**config.mk**
```make
export PLATFORM = sky130hd
export DESIGN_NAME = spi_shift_unit_flat
export DESIGN_NICKNAME = d
export VERILOG_FILES = /design/src/rtl/spi_shift_unit_if.sv /design/src/rtl/spi_shift_unit.sv /design/src/flat_wrapper.sv
export SDC_FILE = /design/constraint.sdc
export NUM_CORES = 1
export LEC_CHECK = 0
export BUFFER_PORTS_ARGS = -buffer_cell sky130_fd_sc_hd__buf_4
export CORE_MARGIN = 4
export CORE_UTILIZATION = 45
export CTS_BUF_LIST = sky130_fd_sc_hd__clkbuf_16
export CTS_CLUSTER_DIAMETER = 60
export CTS_CLUSTER_SIZE = 14
export DETAILED_ROUTE_END_ITERATION = 7
export PLACE_DENSITY = 0.66
export SYNTH_ARGS = -nofsm -noshare
export SYNTH_HDL_FRONTEND = slang
export SYNTH_SLANG_ARGS = --single-unit
```
**constraint.sdc**
```tcl
create_clock -name clk_i -period 15.19 [get_ports clk_i]
set_input_delay 3.038 -clock clk_i [delete_from_list [all_inputs] [get_ports clk_i]]
set_output_delay 3.038 -clock clk_i [all_outputs]
set_load 0.03 [all_outputs]
```
**src/rtl/spi_shift_unit_if.sv**
```systemverilog
//------------------------------------------------------------------------------
// Module      : spi_shift_unit_if
// Description : Byte handshake between the SPI frame FSM and the shift engine.
// Revision    : 1.0 - initial release
//------------------------------------------------------------------------------
`default_nettype none

interface spi_shift_unit_if;
    logic       byte_valid_i;
    logic       byte_ready_o;
    logic [7:0] byte_i;
    logic [1:0] byte_mode_i;
    logic       byte_dir_i;
    logic       rx_valid_o;
    logic [7:0] rx_byte_o;
    logic       busy_o;

    modport slave (
        input  byte_valid_i, byte_i, byte_mode_i, byte_dir_i,
        output byte_ready_o, rx_valid_o, rx_byte_o, busy_o
    );

    modport master (
        output byte_valid_i, byte_i, byte_mode_i, byte_dir_i,
        input  byte_ready_o, rx_valid_o, rx_byte_o, busy_o
    );
endinterface

`default_nettype wire

```
**src/rtl/spi_shift_unit.sv**
```systemverilog
//------------------------------------------------------------------------------
// Module      : spi_shift_unit
// Description : SPI master serial shift engine (SCK generation, 1/2/4 lanes).
// Revision    : 1.0 - initial release
//------------------------------------------------------------------------------
`default_nettype none

module spi_shift_unit (
    input  wire logic       clk_i,
    input  wire logic       rst_n_i,
    input  wire logic       en_i,
    input  wire logic       cpol_i,
    input  wire logic       cpha_i,
    input  wire logic       lsb_i,
    input  wire logic [7:0] div_i,
    spi_shift_unit_if.slave bus,
    output logic            spi_sck_o,
    output logic [3:0]      spi_io_en_o,
    output logic [3:0]      spi_io_out_o,
    input  wire logic [3:0] spi_io_in_i
);

    typedef enum logic [1:0] {
        S_IDLE  = 2'd0,
        S_LEAD  = 2'd1,
        S_TRAIL = 2'd2
    } state_t;

    localparam logic [1:0] c_MODE_SKIP = 2'd0;
    localparam logic [1:0] c_MODE_STD  = 2'd1;
    localparam logic [1:0] c_MODE_DUAL = 2'd2;
    localparam logic [1:0] c_MODE_QUAD = 2'd3;

    state_t      r_state, w_next;
    logic [15:0] r_cnt;
    logic [2:0]  r_beat;
    logic [1:0]  r_mode;
    logic        r_dir;
    logic [7:0]  r_tx, r_rx, r_rx_byte;
    logic        r_rx_valid, r_sck;
    logic [3:0]  r_io_en, r_io_out;

    logic [3:0]  w_div;
    logic [15:0] w_half_m1;
    logic        w_cnt_done, w_lead_edge, w_trail_edge, w_final;
    logic        w_ready, w_accept, w_start;
    logic [7:0]  w_load, w_rx_shift, w_rx_final;
    logic [3:0]  w_new_en;

    function automatic logic [7:0] f_rev(input logic [7:0] d);
        logic [7:0] r;
        for (int i = 0; i < 8; i++) r[i] = d[7-i];
        return r;
    endfunction

    function automatic logic [7:0] f_shl(input logic [7:0] d, input logic [1:0] m);
        case (m)
            c_MODE_DUAL: return {d[5:0], 2'b00};
            c_MODE_QUAD: return {d[3:0], 4'b0000};
            default:     return {d[6:0], 1'b0};
        endcase
    endfunction

    // Earliest bit sits at d[7]; it goes to the highest active lane.
    function automatic logic [3:0] f_top(input logic [7:0] d, input logic [1:0] m);
        case (m)
            c_MODE_DUAL: return {2'b00, d[7:6]};
            c_MODE_QUAD: return d[7:4];
            default:     return {3'b000, d[7]};
        endcase
    endfunction

    function automatic logic [7:0] f_rx_in(input logic [7:0] r, input logic [3:0] in,
                                           input logic [1:0] m);
        case (m)
            c_MODE_DUAL: return {r[5:0], in[1:0]};
            c_MODE_QUAD: return {r[3:0], in};
            default:     return {r[6:0], in[1]};
        endcase
    endfunction

    function automatic logic [3:0] f_en(input logic [1:0] m, input logic dir);
        case (m)
            c_MODE_STD:  return 4'b0001;
            c_MODE_DUAL: return dir ? 4'b0011 : 4'b0000;
            c_MODE_QUAD: return dir ? 4'b1111 : 4'b0000;
            default:     return 4'b0000;
        endcase
    endfunction

    function automatic logic [2:0] f_beats_m1(input logic [1:0] m);
        case (m)
            c_MODE_DUAL: return 3'd3;
            c_MODE_QUAD: return 3'd1;
            default:     return 3'd7;
        endcase
    endfunction

    assign w_div      = (div_i > 8'd15) ? 4'd15 : div_i[3:0];
    assign w_half_m1  = (16'd1 << w_div) - 16'd1;
    assign w_cnt_done = (r_cnt == w_half_m1);
    // Bits are kept in wire order; LSB-first is handled by reversing at the byte boundary.
    assign w_load     = lsb_i ? f_rev(bus.byte_i) : bus.byte_i;
    assign w_new_en   = f_en(bus.byte_mode_i, bus.byte_dir_i);
    assign w_rx_shift = f_rx_in(r_rx, spi_io_in_i, r_mode);
    assign w_rx_final = cpha_i ? w_rx_shift : r_rx;

    always_comb begin
        w_next       = r_state;
        w_lead_edge  = 1'b0;
        w_trail_edge = 1'b0;
        w_final      = 1'b0;
        case (r_state)
            S_LEAD: begin
                if (w_cnt_done) begin
                    w_lead_edge = 1'b1;
                    w_next      = S_TRAIL;
                end
            end
            S_TRAIL: begin
                if (w_cnt_done) begin
                    w_trail_edge = 1'b1;
                    if (r_beat == 3'd0) begin
                        w_final = 1'b1;
                        w_next  = S_IDLE;
                    end else begin
                        w_next  = S_LEAD;
                    end
                end
            end
            default: w_next = S_IDLE;
        endcase
        w_ready  = en_i && ((r_state == S_IDLE) || w_final);
        w_accept = w_ready && bus.byte_valid_i;
        w_start  = w_accept && (bus.byte_mode_i != c_MODE_SKIP);
        if (w_start) w_next = S_LEAD;
        if (!en_i)   w_next = S_IDLE;
    end

    always_ff @(posedge clk_i or negedge rst_n_i) begin
        if (!rst_n_i) r_state <= S_IDLE;
        else          r_state <= w_next;
    end

    always_ff @(posedge clk_i or negedge rst_n_i) begin
        if (!rst_n_i) begin
            r_cnt      <= 16'd0;
            r_beat     <= 3'd0;
            r_mode     <= c_MODE_SKIP;
            r_dir      <= 1'b0;
            r_tx       <= 8'd0;
            r_rx       <= 8'd0;
            r_rx_byte  <= 8'd0;
            r_rx_valid <= 1'b0;
            r_sck      <= 1'b0;
            r_io_en    <= 4'd0;
            r_io_out   <= 4'd0;
        end else if (!en_i) begin
            r_cnt      <= 16'd0;
            r_rx_valid <= 1'b0;
            r_sck      <= cpol_i;
            r_io_en    <= 4'd0;
            r_io_out   <= 4'd0;
        end else begin
            r_rx_valid <= 1'b0;
            if (r_state == S_IDLE) r_sck <= cpol_i;

            if (w_lead_edge || w_trail_edge) begin
                r_sck <= ~r_sck;
                r_cnt <= 16'd0;
            end else if (r_state != S_IDLE) begin
                r_cnt <= r_cnt + 16'd1;
            end

            if ((w_lead_edge && !cpha_i) || (w_trail_edge && cpha_i))
                r_rx <= w_rx_shift;

            if ((w_lead_edge && cpha_i) || (w_trail_edge && !cpha_i && !w_final)) begin
                r_io_out <= f_top(r_tx, r_mode) & r_io_en;
                r_tx     <= f_shl(r_tx, r_mode);
            end

            if (w_trail_edge) r_beat <= r_beat - 3'd1;

            if (w_final) begin
                r_rx_valid <= (r_mode == c_MODE_STD) || !r_dir;
                r_rx_byte  <= lsb_i ? f_rev(w_rx_final) : w_rx_final;
                r_io_en    <= 4'd0;
                r_io_out   <= 4'd0;
            end

            // A new byte may start on the final trailing edge, so this overrides the above.
            if (w_start) begin
                r_mode  <= bus.byte_mode_i;
                r_dir   <= bus.byte_dir_i;
                r_beat  <= f_beats_m1(bus.byte_mode_i);
                r_cnt   <= 16'd0;
                r_io_en <= w_new_en;
                if (!cpha_i) begin
                    r_io_out <= f_top(w_load, bus.byte_mode_i) & w_new_en;
                    r_tx     <= f_shl(w_load, bus.byte_mode_i);
                end else begin
                    r_io_out <= 4'd0;
                    r_tx     <= w_load;
                end
            end
        end
    end

    assign bus.byte_ready_o = w_ready;
    assign bus.rx_valid_o   = r_rx_valid;
    assign bus.rx_byte_o    = r_rx_byte;
    assign bus.busy_o       = (r_state != S_IDLE);
    assign spi_sck_o        = r_sck;
    assign spi_io_en_o      = r_io_en;
    assign spi_io_out_o     = r_io_out;

endmodule

`default_nettype wire

```
**src/flat_wrapper.sv**
```systemverilog
// flat-port wrapper written by rule: the top's interface ports become plain ports
module spi_shift_unit_flat 
  (clk_i, rst_n_i, en_i, cpol_i, cpha_i, lsb_i, div_i, spi_sck_o, spi_io_en_o, spi_io_out_o, spi_io_in_i, bus_byte_valid_i, bus_byte_i, bus_byte_mode_i, bus_byte_dir_i, bus_byte_ready_o, bus_rx_valid_o, bus_rx_byte_o, bus_busy_o);
  spi_shift_unit_if bus_i ();
  input  wire logic clk_i;
  input  wire logic rst_n_i;
  input  wire logic en_i;
  input  wire logic cpol_i;
  input  wire logic cpha_i;
  input  wire logic lsb_i;
  input  wire logic [7:0] div_i;
  output logic spi_sck_o;
  output logic [3:0] spi_io_en_o;
  output logic [3:0] spi_io_out_o;
  input  wire logic [3:0] spi_io_in_i;
  input wire logic [$bits(bus_i.byte_valid_i)-1:0] bus_byte_valid_i;
  input wire logic [$bits(bus_i.byte_i)-1:0] bus_byte_i;
  input wire logic [$bits(bus_i.byte_mode_i)-1:0] bus_byte_mode_i;
  input wire logic [$bits(bus_i.byte_dir_i)-1:0] bus_byte_dir_i;
  output wire logic [$bits(bus_i.byte_ready_o)-1:0] bus_byte_ready_o;
  output wire logic [$bits(bus_i.rx_valid_o)-1:0] bus_rx_valid_o;
  output wire logic [$bits(bus_i.rx_byte_o)-1:0] bus_rx_byte_o;
  output wire logic [$bits(bus_i.busy_o)-1:0] bus_busy_o;
  assign bus_i.byte_valid_i = bus_byte_valid_i;
  assign bus_i.byte_i = bus_byte_i;
  assign bus_i.byte_mode_i = bus_byte_mode_i;
  assign bus_i.byte_dir_i = bus_byte_dir_i;
  assign bus_byte_ready_o = bus_i.byte_ready_o;
  assign bus_rx_valid_o = bus_i.rx_valid_o;
  assign bus_rx_byte_o = bus_i.rx_byte_o;
  assign bus_busy_o = bus_i.busy_o;
  spi_shift_unit u_core (.clk_i(clk_i), .rst_n_i(rst_n_i), .en_i(en_i), .cpol_i(cpol_i), .cpha_i(cpha_i), .lsb_i(lsb_i), .div_i(div_i), .bus(bus_i), .spi_sck_o(spi_sck_o), .spi_io_en_o(spi_io_en_o), .spi_io_out_o(spi_io_out_o), .spi_io_in_i(spi_io_in_i));
endmodule
```
==> impl_metrics.ini, run 1 <==
[outcome]
outcome = complete, no violations

[clocking]
cts_repair_resize_count = 0
clkSlewWorstSetupHoldPaths_ns = 0.05
cts_buffers = 9
cts.sinks = 57
clockRootBuffer = clkbuf_16
cts-root-to-sink-buffers = 2
cts_tree = built
clk-insertion-delay-late_ns = 0.32
holdBufCountCts = 0
post-cts-setup-buffer-count = 0
h-tree-depth = 3

[cells_and_area]
final_net_count = 582
regArea_mm2 = 0.001426
multiInputGateArea_mm2 = 0.002623
final_cell_count_no_fill = 679
post_layout_instance_area_mm2 = 0.004990
layout_commonest_cell = dfrtp_1
filler_cell_count = 878
layout.cells.most_common_list = 57 x dfrtp_1, 52 x nand2_1, 51 x buf_4
drive_above_1_share = 0.1600
finish.utilization = 0.5375
area.growth.synth_to_final_pct = 16.03
num_antenna_cells = 0

[placement]
place.detailed.hpwl_mm = 7.881
place_area_mm2 = 0.004679
globalplace.congestion = 0.8730
dp.cells = 663
io_buffer_count = 49

[critical_path]
crit_path_capture = bus_byte_ready_o
category_of_the_critical_setup_timing_path = input port to primary output
startpoint = div_i[7]
reg2reg_setup_slack_ns = 11.82
reg2regPathDepth = 8
worstPathMaxFanout = 21
critical_path_buf_inv_count = 3
cp_num_cells = 13
crit_chain = buf_4 > or4_1 > or4_1 > ha_1 > and2_1 > a222oi_1 > a211o_1 > nand4_1 > nor4_4 > nand3_1 > buf_4 > nand2_1 > buf_4
cp_data_arrival_time_ns = 7.19
critical_path.top_delay_family = simple AND/OR/NAND/NOR gates
critPathCaptureType = primary output
critical_path.most_common_cell = buf_4
start_kind = input port
worstReg2RegEnd = u_core.r_tx[2]
critPathSlowestCell = or4_1
required_ns = 12.15
reg2reg_from = u_core.r_cnt[8]
critical_path.max_stage_delay_ns = 0.78

[power]
power.ir.vdd_worst_mv = 0.05320
power_density_relative_to_cell_area_mw_per_mm2 = 90.57
leakage_uw = 0.002203

[yosys]
ys_warn_count = 0
synth_enable_flop_cells = 0
synth.net_count = 559
synth.cell_area_mm2 = 0.004300
postSynthCellCount = 522
synth.ff_latch_count = 57
synth.yosys.seq_area_share = 0.3317
dominantRegCellSynth = dfrtp_1
syn_avg_cell_area_um2 = 8.238
postSynth.asyncResetShare = 1.000
unique_masters_post_synth = 64

[timing]
final-max-slew-violation-count = 0
totalNegativeSetupSlack_ns = 0
final_period_minus_worst_setup_slack_ns = 10.22
max_slew.worst_pin.slew_ns = 0.8322
setup_repair_after_global_routing_missed_its_margin = false
finalHoldViolCount = 0
finalSetupViolCount = 0
maxSlewHeadroom = 0.4452
fmaxAchievable_ghz = 0.09781
fin_skew_ns = 0.006155
fin_crit_sh = 0.6731

[routing]
detail_route.drc_violations = 0
drt_first_iter_violations = 243
ant_nets = 0
dr.pass1.iters = 5
route.vias.total = 3991
wire_length_reported_by_the_detailed_router_mm = 11.07
via_per_inst = 5.878
detail_route.wl_per_cell_um = 16.31

[die]
die_width_um = 105.8
fp.dieH_um = 105.8
initial_core_util = 0.4632
floorplan.io_pins = 50
cell_row_count = 35
placeableCoreArea_mm2 = 0.009284
dieArea_mm2 = 0.01118

[global_route]
global_route_wire_length_before_repair_mm = 19.00
grt.total_usage = 0.2064
grt_antenna_before_repair = 0
grt_overflow = 0
grt_start_max_net_pins = 58
via_count_of_the_first_global_routing_pass = 3815

[min_path]
hold-path-cell-count = 1
hold_path_class = flip-flop to flip-flop

[run]
maxCapViolCount = 0
-- worst min path at each step --
stage	to	from	slack, ns
global route	u_core.bus.rx_valid_o	u_core.r_dir	0.48
global placement	u_core.bus.rx_valid_o	u_core.r_dir	0.43
floorplan	u_core.bus.rx_valid_o	u_core.r_dir	0.41
CTS	u_core.bus.rx_valid_o	u_core.r_dir	0.46
finish	u_core.bus.rx_valid_o	u_core.r_dir	0.44
detailed placement	u_core.bus.rx_valid_o	u_core.r_dir	0.45
-- where the power goes --
group,switching (uW),internal [uW],total [uW]
Sequential,12.1,159,171
Clock,68.2,141,210
Combinational,41.2,29.7,70.9
Total,121,330,452
-- per-stage QoR --
step                setup WS (ns)  hold slack, ns  power, uW
finish                      4.966          0.4435      451.9
detailed placement          5.026          0.4480      244.3
global route                4.667          0.4829      473.9
global placement            5.125          0.4311      243.3
floorplan                   5.691          0.4116      220.3
CTS                         4.998          0.4552      457.2
-- metal layers --
metal | vias to the layer above | part of all wire | routed length (um) | track usage
met2 | 113 | 0.46 | 5048 | 0.3174
met5 | - | 0 | 0 | 0
met4 | 0 | 0.0057 | 63 | 0.05828
li1 | 1959 | - | - | -
met3 | 4 | 0.054 | 599 | 0.03368
met1 | 1915 | 0.48 | 5361 | 0.2996
-- sequential cells by signal, summed over array words and instances (netlist names) --
name / flops
u_core.r_mode: 2
u_core.spi_io_en_o: 3
u_core.spi_io_out_o: 4
u_core.spi_sck_o: 1
u_core.r_beat: 3
u_core.r_tx: 8
u_core.bus.rx_byte_o: 8
u_core.bus.rx_valid_o: 1
u_core.r_dir: 1
u_core.r_rx: 8
u_core.r_state: 2
u_core.r_cnt: 16
-- synth_stat cells, drive strengths merged (4+ instances only) --
library cell,count,area [um2]
and4,4,35.03
nor2,49,183.9
o22ai,4,25.02
o21ai,38,193.9
or4,5,37.54
o31a,4,35.03
xor2,12,105.1
nand2b,6,37.54
dfrtp,57,1426
a21oi,28,140.1
xnor2,6,52.55
a32o,6,60.06
inv,23,86.33
buf,10,56.30
ha,7,87.58
o22a,5,43.79
and2,4,25.03
a21o,4,30.03
mux2,15,168.9
nor4,10,77.57
nand4,11,68.82
nor2b,5,31.28
a211oi,7,52.55
o211ai,4,30.03
mux2i,25,250.2
clkbuf,29,108.9
nand3,20,100.1
a21boi,8,60.06
nor3,5,25.02
a31oi,4,25.02
nand2,53,201.5
and3,13,81.33
-- cells by family after synthesis --
| kind of cell | count (synthesis) | synth area share |
|---|---|---|
| buffers and inverters | 62 | 0.05848 |
| AO/OA/AOI/OAI | 141 | 0.2208 |
| AND/OR/NAND/NOR | 196 | 0.2293 |
| XOR/XNOR | 18 | 0.03666 |
| adder cells (fa/ha/maj) | 7 | 0.02037 |
| flip-flops | 57 | 0.3317 |
| multiplexers | 41 | 0.1027 |
-- worst reg2reg max path, delay by kind of cell (launching register included) --
kind               cells  cell delay (ns)
AOI/OAI and AO/OA      5             1.87
DFF                    1             0.47
and+or+nand+nor        3             0.96
-- final cells by class --
type	count	area share
clock buffers	9	0.04514
clock inverters	7	0.01705
inverters	23	0.01730
multi-input cells	403	0.5256
flip-flops and latches	57	0.2859
well taps	129	0.03235
repair buffers	51	0.07673
No activity file was read; power rests on OpenSTA's default activity.
==> inputs of run 2 (changes only) <==
Settings changed: PLACE_DENSITY 0.66 to 0.69.
Clock period 15.19 ns to 8.9 ns, I/O delays scaled along.
==> run 2 against run 1 <==
Routed wire length shrank 3.2%. Total power up 64%. Worst setup slack worse by 3.5 ns. Combinational power grew 71%. Non-clock buffer count is 1 higher. Largest power group unchanged. Highest routed layer unchanged.
==> impl_metrics.ini, run 2 (synthesis results as in run 1) <==
[critical_path]
critPathSlowestCell = or4_1
critPathCaptureType = primary output
reg2regPathDepth = 9
critical_path.most_common_cell = buf_4
start_kind = input port
worstReg2RegEnd = u_core.spi_io_out_o[0]
startpoint = div_i[7]
reg2reg_from = u_core.r_cnt[8]
required_ns = 7.12
crit_chain = buf_4 > or4_1 > or4_1 > ha_1 > and2_1 > a222oi_1 > a211o_1 > nand4_1 > nor4_4 > buf_4 > nand3_1 > buf_4 > nand2_1 > buf_4
critical_path.max_stage_delay_ns = 0.77
category_of_the_critical_setup_timing_path = input port to primary output
reg2reg_setup_slack_ns = 5.91
cp_data_arrival_time_ns = 5.64
worstPathMaxFanout = 21

[timing]
fin_crit_sh = 0.8332
totalNegativeSetupSlack_ns = 0
finalHoldViolCount = 0
finalSetupViolCount = 0
fin_skew_ns = 0.007765
max_slew.worst_pin.slew_ns = 0.8940
fmaxAchievable_ghz = 0.1349
final_period_minus_worst_setup_slack_ns = 7.415
final-max-slew-violation-count = 0
setup_repair_after_global_routing_missed_its_margin = false
maxSlewHeadroom = 0.4040

[power]
swShare = 0.2778
total_power_uw = 741.6
leakage_uw = 0.002197
power.ir.vdd_worst_mv = 0.08721
internal-power_uw = 535.5
total_switching_power_uw = 206.0
clockPowerShare = 0.441
pwr-share-seq = 0.395
power.combinational.fraction = 0.163
power_density_relative_to_cell_area_mw_per_mm2 = 149.1

[clocking]
clk-insertion-delay-late_ns = 0.32
h-tree-depth = 3
clkSlewWorstSetupHoldPaths_ns = 0.05
cts_tree = built
cts-root-to-sink-buffers = 2
clockRootBuffer = clkbuf_16
cts_repair_resize_count = 0
cts_buffers = 9
post-cts-setup-buffer-count = 0
holdBufCountCts = 0
cts.sinks = 57

[routing]
detail_route.wl_per_cell_um = 15.78
wire_length_reported_by_the_detailed_router_mm = 10.72
dr.pass1.iters = 5
via_per_inst = 5.839
ant_nets = 0
drt_first_iter_violations = 254
route.vias.total = 3965
detail_route.drc_violations = 0

[die]
dieArea_mm2 = 0.01118
initial_core_util = 0.4632
fp.dieH_um = 105.8
cell_row_count = 35
floorplan.io_pins = 50
die_width_um = 105.8
placeableCoreArea_mm2 = 0.009284

[cells_and_area]
multiInputGateArea_mm2 = 0.002623
largest_register_ffs = 16
regArea_mm2 = 0.001426
final_cell_count_no_fill = 679
layout_commonest_cell = dfrtp_1
num_antenna_cells = 0
area.growth.synth_to_final_pct = 15.62
layout.cells.most_common_list = 57 x dfrtp_1, 52 x nand2_1, 52 x buf_4
drive_above_1_share = 0.1618
finish.utilization = 0.5356
biggest_register = u_core.r_cnt
filler_cell_count = 892
post_layout_instance_area_mm2 = 0.004972
final_net_count = 583

[placement]
dp.cells = 664
place.detailed.hpwl_mm = 7.714
io_buffer_count = 49
place_area_mm2 = 0.004687
globalplace.congestion = 0.8727

[global_route]
global_route_wire_length_before_repair_mm = 18.34
grt.total_usage = 0.1982
grt_start_max_net_pins = 58
via_count_of_the_first_global_routing_pass = 3773
grt_overflow = 0
grt_antenna_before_repair = 0

[min_path]
hold_path_startpoint = u_core.r_dir
hold_path_class = flip-flop to flip-flop
holdPathEnd = u_core.bus.rx_valid_o
hold-path-cell-count = 1

[run]
maxCapViolCount = 0

[outcome]
outcome = complete, no violations
## run 2: cell type report
cell class                      instances  area share
Inverter                               23     0.01736
Clock buffer                            9     0.04529
Sequential cell                        57      0.2869
Clock inverter                          6     0.01208
Tap cell                              129     0.03246
Timing Repair Buffer                   52     0.07851
Multi-Input combinational cell        403      0.5274
## run 2: critical path, delay by kind of cell
family / cells / cell delay, ns
adder cells (fa/ha/maj): 1 / 0.39
AO/OA/AOI/OAI: 2 / 0.68
AND/OR/NAND/NOR: 7 / 2.07
buffers and inverters: 4 / 0.72
## run 2: through the flow
| stage | setup WS [ns] | hold WS (ns) |
|---|---|---|
| floorplan | 1.917 | 0.4116 |
| global placement | 1.607 | 0.4285 |
| detailed placement | 1.531 | 0.4503 |
| CTS | 1.524 | 0.4570 |
| global route | 1.231 | 0.4821 |
| finish | 1.485 | 0.4507 |
## run 2: worst max-delay path by stage
stage | to | cells past startpoint
final | bus_byte_ready_o | 14
after global routing | bus_byte_ready_o | 14
after CTS | bus_byte_ready_o | 14
after detailed placement | bus_byte_ready_o | 14
after global placement | bus_byte_ready_o | 14
after floorplan | bus_byte_ready_o | 14
## run 2: per-layer routing
metal | share of wire | track usage | vias to the layer above
li1 | - | - | 1963
met1 | 0.46 | 0.2668 | 1881
met2 | 0.47 | 0.3274 | 103
met4 | 0.016 | 0.04995 | 0
met5 | 0 | 0 | -
met3 | 0.051 | 0.03858 | 18
## run 2: power groups by stage
stage / logic (uW) / clock network (uW) / registers [uW]
2_1_floorplan: 87.6 / 0 / 288
3_3_place_gp: 119 / 0 / 296
3_5_place_dp: 121 / 0 / 297
4_1_cts: 122 / 336 / 293
5_1_grt: 135 / 346 / 296
6_report: 121 / 327 / 293
